--- src/rtl/sqrt_square_seq.sv ---
// Sequential inverse of the integer square root: radical = q*q + r via a radix-2
// shift-add multiplier, one multiplier bit per enabled cycle, with valid/ready on both sides.
module sqrt_square_seq #(
    parameter int Q_WIDTH   = 16,
    parameter int R_WIDTH   = 17,
    parameter int OUT_WIDTH = 32
) (
    input  logic                 clk,
    input  logic                 aclr,
    input  logic                 ena,
    input  logic                 in_valid,
    output logic                 in_ready,
    input  logic [Q_WIDTH-1:0]   q_in,
    input  logic [R_WIDTH-1:0]   r_in,
    output logic                 out_valid,
    input  logic                 out_ready,
    output logic [OUT_WIDTH-1:0] radical,
    output logic                 err_range,
    output logic                 overflow
);

    localparam int ACC_W = 2*Q_WIDTH + 2;
    localparam int CNT_W = (Q_WIDTH > 1) ? $clog2(Q_WIDTH) : 1;
    localparam logic [CNT_W-1:0] CNT_LAST = CNT_W'(Q_WIDTH - 1);

    typedef enum logic [1:0] {IDLE, BUSY, DONE} state_t;

    state_t             state, state_nxt;
    logic [ACC_W-1:0]   acc, acc_nxt, mcand;
    logic [Q_WIDTH-1:0] mult;
    logic [CNT_W-1:0]   cnt;
    logic               err_pend;
    logic               accept, busy_last, release_out;

    always_ff @(posedge clk or posedge aclr) begin
        if (aclr)
            state <= IDLE;
        else if (ena)
            state <= state_nxt;
    end

    always_comb begin
        state_nxt = state;
        case (state)
            IDLE:    if (in_valid)        state_nxt = BUSY;
            BUSY:    if (cnt == CNT_LAST) state_nxt = DONE;
            DONE:    if (out_ready)       state_nxt = IDLE;
            default:                      state_nxt = IDLE;
        endcase
    end

    always_comb begin
        in_ready    = (state == IDLE) && ena && !aclr;
        accept      = in_ready && in_valid;
        busy_last   = ena && (state == BUSY) && (cnt == CNT_LAST);
        release_out = ena && (state == DONE) && out_ready;
        acc_nxt     = acc + (mult[0] ? (mcand << cnt) : '0);
    end

    // Result registers load from acc_nxt on the final BUSY edge, so DONE entry and
    // out_valid coincide; everything visible is cleared again on hand-off.
    always_ff @(posedge clk or posedge aclr) begin
        if (aclr) begin
            acc       <= '0;
            mcand     <= '0;
            mult      <= '0;
            cnt       <= '0;
            err_pend  <= 1'b0;
            out_valid <= 1'b0;
            radical   <= '0;
            err_range <= 1'b0;
            overflow  <= 1'b0;
        end else begin
            if (accept) begin
                mcand    <= ACC_W'(q_in);
                mult     <= q_in;
                acc      <= ACC_W'(r_in);
                cnt      <= '0;
                err_pend <= ACC_W'(r_in) > (ACC_W'(q_in) << 1);
            end
            if (ena && state == BUSY) begin
                acc  <= acc_nxt;
                mult <= mult >> 1;
                cnt  <= cnt + CNT_W'(1);
            end
            if (busy_last) begin
                out_valid <= 1'b1;
                radical   <= acc_nxt[OUT_WIDTH-1:0];
                overflow  <= |acc_nxt[ACC_W-1:OUT_WIDTH];
                err_range <= err_pend;
            end
            if (release_out) begin
                out_valid <= 1'b0;
                radical   <= '0;
                overflow  <= 1'b0;
                err_range <= 1'b0;
                err_pend  <= 1'b0;
            end
        end
    end

endmodule
--- config.mk ---
export PLATFORM = sky130hd
export DESIGN_NAME = sqrt_square_seq
export DESIGN_NICKNAME = d
export VERILOG_FILES = /design/src/rtl/sqrt_square_seq.sv
export SDC_FILE = /design/constraint.sdc
export NUM_CORES = 1
export LEC_CHECK = 0
export ABC_AREA = 1
export ABC_CLOCK_PERIOD_IN_PS = 13100
export CAP_MARGIN = 20
export CORE_UTILIZATION = 40
export CTS_BUF_LIST = sky130_fd_sc_hd__clkbuf_4 sky130_fd_sc_hd__clkbuf_8
export DETAILED_ROUTE_END_ITERATION = 12
export MAX_ROUTING_LAYER = met4
export PLACE_DENSITY = 0.63
export SETUP_SLACK_MARGIN = 0.5
export SLEW_MARGIN = 40
export SYNTH_ARGS = -nofsm -noshare
export SYNTH_HDL_FRONTEND = slang
export SYNTH_SLANG_ARGS = --single-unit
--- constraint.sdc ---
create_clock -name clk -period 13.1 [get_ports clk]
set_input_delay 2.62 -clock clk [delete_from_list [all_inputs] [get_ports clk]]
set_output_delay 2.62 -clock clk [all_outputs]
set_load 0.005 [all_outputs]
==> run metrics, run 1 <==
initial antenna violation count=0; Placer Congestion=0.9916; GRT overflow=0; first-pass GRT wire length=35430 um; Nets=1209; fin cells=1356; EDFF count, synth=0; Top cell by count, worst path=clkdlybuf4s50_1; Die Y=139.1 um; worst-margin pin slew=0.8008 ns; total power=1719 uW; GRT Total Usage=0.2413; Site Rows=49; Crit-path slowest cell=clkdlybuf4s50_1; I/O Pins=74; slowest stage delay, CP=0.52 ns; DR WL met2=9192 um; worst vdd ir=0.07492 mV; Via Count=7082; vias in the first global route=6769; syn nets=1158; DR vias/cell=5.223; CTS clk-pin slew, worst paths=0.11 ns; outcome=complete, but fails checks; Setup Buffers After CTS=0; Cells after DPL=1340; post-route ant nets=0; wire length per cell=15.81 um; Clock Path Buffers=2; WP buf/inv=3; hpwl dp=16680 um; Register-to-Register Path Depth=15; hold slack=0.4875 ns; Crit path max-delay family=buffers and inverters; Post-DP Area=0.008378 mm2; total negative slack=0 ns; max cap viols=0; LEAKAGE=0.004285 uW; CP Launch Type=input pin; cell taking the most area after synthesis=dfrtp_1; Root Buffer Master=clkbuf_8; largest net degree at the start of global routing=75; Final Setup Violations=0; met3 WL=1070 um; Synth Instances=1071; PD cells=200.2 mW/mm2; Mapped Area=0.007516 mm2; Max H-tree Level=3; drt total wl=21440 um; Rel. slew slack=0.4656; Arr. time, crit path=4.23 ns; clk_lat worst skew=0.40 ns; Slew Viols, Final=0; hold_buf cts=0; Layout fillers=1927; #FFs+latches synth=108; CTS tree=built; Residual DRC=9; Ys Warns=0; Yosys cell types=49; CTS resizes=0; cells along the critical path=clkdlybuf4s50_1, inv_4, nand2_1, nor2_1, clkdlybuf4s50_1; Starting Density=0.4128; # diodes=0; met1 wire length=10830 um; period utilisation layout=0.5231; hold depth=2; Clock Skews=0.009624 ns; crit-path max FO=36; most common flop cell mapped by yosys=dfrtp_1; worst min-delay path class=flop to flop; fin crit period=6.853 ns; final instance area=0.008587 mm2; # port buffers=73; total CTS buffers=9; area share of the leading cell type in the synthesized netlist=0.3596; router iterations before antenna repair=10; Synth area leaders=dfrtp_1, nand2_1, ha_1, o21ai_0, inv_1; Core Area=0.01821 mm2; instance count on the critical path=5; critical path class=input pin to output port; Die Span X=139.1 um; Max Freq=0.1459 GHz; critical path required time=10.48 ns; final hold violations=0; clk sinks=108; Initial DRC Count=550; Layout Area Growth over Synthesis=14.25%; Total Die Area=0.01934 mm2; RSZ-0062 raised after global routing=false; synthesized area per cell=7.018 um2; Seq/Total Area, Yosys=0.3596; failing checks=design-rule violations; uppermost layer routed=met4; Setup crit end kind=output port; Post-synth ARST share=1.000; share of layout cells above drive strength 1=0.04525
==> path summary, 6_finish.rpt <==
path	from	to	slack [ns]
min in group asynchronous	aclr	radical[5]	2.59
max in group asynchronous	aclr	acc[25]	9.45
max reg2reg	cnt[1]	overflow	9.05
min reg2reg	radical[25]	radical[25]	0.49
max	aclr	in_ready	6.25
min	radical[25]	radical[25]	0.49
==> tightest hold or removal path, cell delays in order (launching register included) <==
cell     delay (ns)
dfrtp_1        0.36
nand2_1        0.05
nand2_1        0.05
==> flip-flops by register name, indices dropped and copies added (netlist names), 2 cells and up <==
name,flops
acc,34
cnt,4
mcand,16
mult,16
radical,32
state,2
==> stage by stage <==
step | util | setup WS (ns)
4_1_cts | 0.4715 | 6.211
5_1_grt | 0.4716 | 6.058
6_report | 0.4716 | 6.247
3_3_place_gp | 0.4599 | 6.249
3_5_place_dp | 0.4601 | 6.213
2_1_floorplan | - | 5.279
==> area by class of cell <==
| class | count | area [um2] | area share |
|---|---|---|---|
| Timing Repair Buffer | 76 | 757.0 | 0.08815 |
| Clock inverter | 6 | 70.07 | 0.008160 |
| Clock buffer | 10 | 137.6 | 0.01603 |
| Tap cell | 229 | 286.5 | 0.03337 |
| Multi-Input combinational cell | 817 | 4217 | 0.4910 |
| Inverter | 110 | 415.4 | 0.04838 |
| Sequential cell | 108 | 2704 | 0.3149 |
==> layer usage <==
layer,vias to the layer above,GRT usage
li1,3588,-
met1,3293,0.3425
met2,178,0.3570
met3,23,0.03453
met4,0,0.06667
met5,-,-
==> power breakdown <==
group / internal, uW / total [uW] / switching [uW]
logic: 330 / 972 / 641
clock network: 95.4 / 223 / 128
registers: 439 / 525 / 85.7
total: 864 / 1720 / 855
==> cell usage in the layout (no fill, tap or decap), types with 10 or more instances in the layout <==
cell type and n:
clkbuf_8 10, o22ai_1 18, a21oi_1 49, ha_1 48, nor2_1 86, nand2_2 12, xor2_1 11, nand2_1 350
clkdlybuf4s50_1 73, nand3_1 61, a22o_1 11, o21ai_0 92, inv_1 106, dfrtp_1 107
==> cells by family after synthesis <==
logic type | share of synthesized area
flip-flops | 0.3596
AO/OA/AOI/OAI | 0.1548
XOR/XNOR | 0.02314
multiplexers | 0.002664
adder cells (fa/ha/maj) | 0.08257
AND/OR/NAND/NOR | 0.2978
buffers and inverters | 0.07941
==> Yosys cell counts, types with 4 or more instances <==
library cell	instances
a21oi_1	49
a22o_1	11
buf_2	17
clkbuf_1	10
dfrtp_1	108
ha_1	48
inv_1	108
nand2_1	350
nand2_2	12
nand3_1	61
nand3b_1	4
nand4_1	6
nor2_1	86
nor2_2	5
nor3_1	7
o21a_1	7
o21ai_0	92
o21ai_1	5
o21bai_1	7
o22ai_1	18
or2_2	4
xnor2_1	7
xor2_1	11
Note: power is estimated with default switching activity, not from simulation.
==> run 2, diff against run 1 <==
--- a/config.mk
+++ b/config.mk
@@ -6,7 +6,7 @@
 export NUM_CORES = 1
 export LEC_CHECK = 0
 export ABC_AREA = 1
-export ABC_CLOCK_PERIOD_IN_PS = 13100
+export ABC_CLOCK_PERIOD_IN_PS = 6400
 export CAP_MARGIN = 20
 export CORE_UTILIZATION = 40
 export CTS_BUF_LIST = sky130_fd_sc_hd__clkbuf_4 sky130_fd_sc_hd__clkbuf_8
==> constraint.sdc (replaced) <==
create_clock -name clk -period 6.4 [get_ports clk]
set_input_delay 1.28 -clock clk [delete_from_list [all_inputs] [get_ports clk]]
set_output_delay 1.28 -clock clk [all_outputs]
set_load 0.005 [all_outputs]
==> run 2 against run 1 <==
Effect of this change: the flow still finishes with violations (design-rule violations); die area is the same; utilization shrank 0.055 points; sequential power grew 100%; cell count is essentially flat; critical path type unchanged; largest power group unchanged.
==> run metrics, run 2 (synthesis results as in run 1) <==
Largest regs=acc x34, radical x32 (unchanged); GRT Total Usage=0.2395 (was 0.2413); Setup Buffers After CTS=0 (unchanged); Final Setup Violations=0 (unchanged); hpwl dp=16860 um (was 16680 um); Via Count=7066 (was 7082); fin crit period=3.858 ns; r2r setup slk=2.59 ns (was 9.05 ns); Worst Hold End=radical[25] (unchanged); final hold violations=0 (unchanged); most frequent cells in the layout=nand2_1, dfrtp_1, inv_1 (unchanged); busiest grt layer=met2 (unchanged); Placer Congestion=0.9508 (was 0.9916); Max H-tree Level=3 (unchanged); net switching power figure=1728 uW (was 855.2 uW); Crit-path slowest cell=clkdlybuf4s50_1 (unchanged); outcome=complete, but fails checks (unchanged); Starting Density=0.4128 (unchanged); Total Die Area=0.01934 mm2 (unchanged); clk_lat worst skew=0.40 ns (about the same); Max Freq=0.2592 GHz; met1 usage=0.3362 (was 0.3425); hold slack=0.4857 ns (was 0.4875 ns); Clock Power Share=0.120 (was 0.130); Cells after DPL=1341 (was 1340); Core Area=0.01821 mm2 (unchanged); slowest stage delay, CP=0.54 ns (was 0.52 ns); clk sinks=108 (unchanged); worst min-delay path class=flop to flop (unchanged); wire length per cell=15.80 um (was 15.81 um); Residual DRC=9 (unchanged); failing checks=design-rule violations (unchanged); total CTS buffers=9 (unchanged); DR vias/cell=5.207 (was 5.223); cells along the critical path=clkdlybuf4s50_1, nand2_1, nor2_1, clkdlybuf4s50_1 (was clkdlybuf4s50_1, inv_4, nand2_1, nor2_1, clkdlybuf4s50_1); critical path required time=5.12 ns (was 10.48 ns); Nets=1210 (was 1209); RSZ-0062 raised after global routing=false (unchanged); PD cells=403.7 mW/mm2 (was 200.2 mW/mm2); total negative slack=0 ns (unchanged); Initial DRC Count=565 (was 550); Layout Area Growth over Synthesis=14.12% (was 14.25%); # diodes=0 (unchanged); Clock Path Buffers=2 (unchanged); instance count on the critical path=4 (was 5); Die Y=139.1 um (unchanged); # port buffers=73 (unchanged); share of layout cells above drive strength 1=0.04610 (was 0.04525); CTS tree=built (unchanged); CP Launch Type=input pin (unchanged); Crit path max-delay family=buffers and inverters (unchanged); crit-path max FO=4 (was 36); LEAKAGE=0.004270 uW (was 0.004285 uW); reg2reg end=radical[22] (was overflow); hold path startpoint=radical[25] (unchanged); first-pass GRT wire length=34960 um (was 35430 um); post-route ant nets=0 (unchanged); worst vdd ir=0.1578 mV (was 0.07492 mV); RR Startpoint=cnt[1] (unchanged); largest net degree at the start of global routing=70 (was 75); Register-to-Register Path Depth=16 (was 15); fin cells=1357 (was 1356); max cap viols=0 (unchanged); vias in the first global route=6691 (was 6769); drt total wl=21450 um (was 21440 um); combinational share of power=0.570 (was 0.565); Root Buffer Master=clkbuf_8 (unchanged); Arr. time, crit path=2.58 ns (was 4.23 ns); hold_buf cts=0 (unchanged); CTS resizes=0 (unchanged); max reg flops=34 (unchanged); hold depth=2 (unchanged); sequential share of power=0.310 (was 0.305); Setup crit end kind=output port (unchanged); Die Span X=139.1 um (unchanged); Top cell by count, worst path=clkdlybuf4s50_1 (unchanged); initial antenna violation count=0 (unchanged); CTS clk-pin slew, worst paths=0.10 ns (was 0.11 ns); I/O Pins=74 (unchanged); Clock Skews=0.01661 ns (was 0.009624 ns); WP buf/inv=2 (was 3); period utilisation layout=0.6029; Site Rows=49 (unchanged); GRT met3 Usage=0.04178 (was 0.03453); net switching fraction of the power=0.4990 (was 0.4974); Global Route met2 Usage=0.3511 (was 0.3570); largest register by flop count=acc (unchanged); Rel. slew slack=0.4795 (was 0.4656); router iterations before antenna repair=10 (unchanged); commonest non-fill, non-tap cell in the layout=nand2_1 (unchanged); GRT overflow=0 (unchanged); internal power=1735 uW (was 864.2 uW); critical path class=input pin to output port (unchanged); worst-margin pin slew=0.7790 ns (was 0.8008 ns); Slew Viols, Final=0 (unchanged)
-- run 2: worst min-delay path: cells and delay by family, from the launching register on --
| kind | cells | cell delay, ns |
|---|---|---|
| DFF | 1 | 0.35 |
| and+or+nand+nor | 2 | 0.11 |
-- run 2: power by group through the flow --
| stage | Sequential, uW | Combinational [uW] | Clock [uW] |
|---|---|---|---|
| after global routing | 1110 | 2210 | 456 |
| after global placement | 1080 | 1940 | 0 |
| final | 1070 | 1970 | 417 |
| after detailed placement | 1080 | 1940 | 0 |
| after floorplan | 1010 | 1460 | 0 |
| after CTS | 1070 | 1960 | 431 |
-- run 2: routing by layer --
layer  wire (um)  vias to the layer above
met3        1170                       29
met2        9090                      197
met5           0                        -
li1            -                     3604
met4         432                        0
met1       10750                     3236
-- run 2: worst max-delay path by stage --
| stage | start | end |
|---|---|---|
| floorplan | aclr | in_ready |
| global placement | aclr | mult[14] |
| detailed placement | ena | acc[23] |
| CTS | ena | in_ready |
| global route | cnt[1] | overflow |
| finish | ena | in_ready |
-- run 2: layout make-up --
class	count	area [um2]
well taps	229	286.5
flip-flops and latches	108	2704
inverters	110	415.4
fillers	1913	9632
multi-input cells	817	4217
clock buffers	11	145.1
repair buffers	77	764.5
clock inverters	5	45.04
-- run 2: stage by stage --
stage	setup WS, ns	power, uW	cell area [um2]	utilization
after detailed placement	2.510	3026	8386	0.4605
after floorplan	1.259	2471	7516	-
after CTS	2.549	3458	8576	0.4710
after global routing	2.176	3768	8577	0.4710
after global placement	2.286	3016	8382	0.4603
final	2.542	3463	8577	0.4710
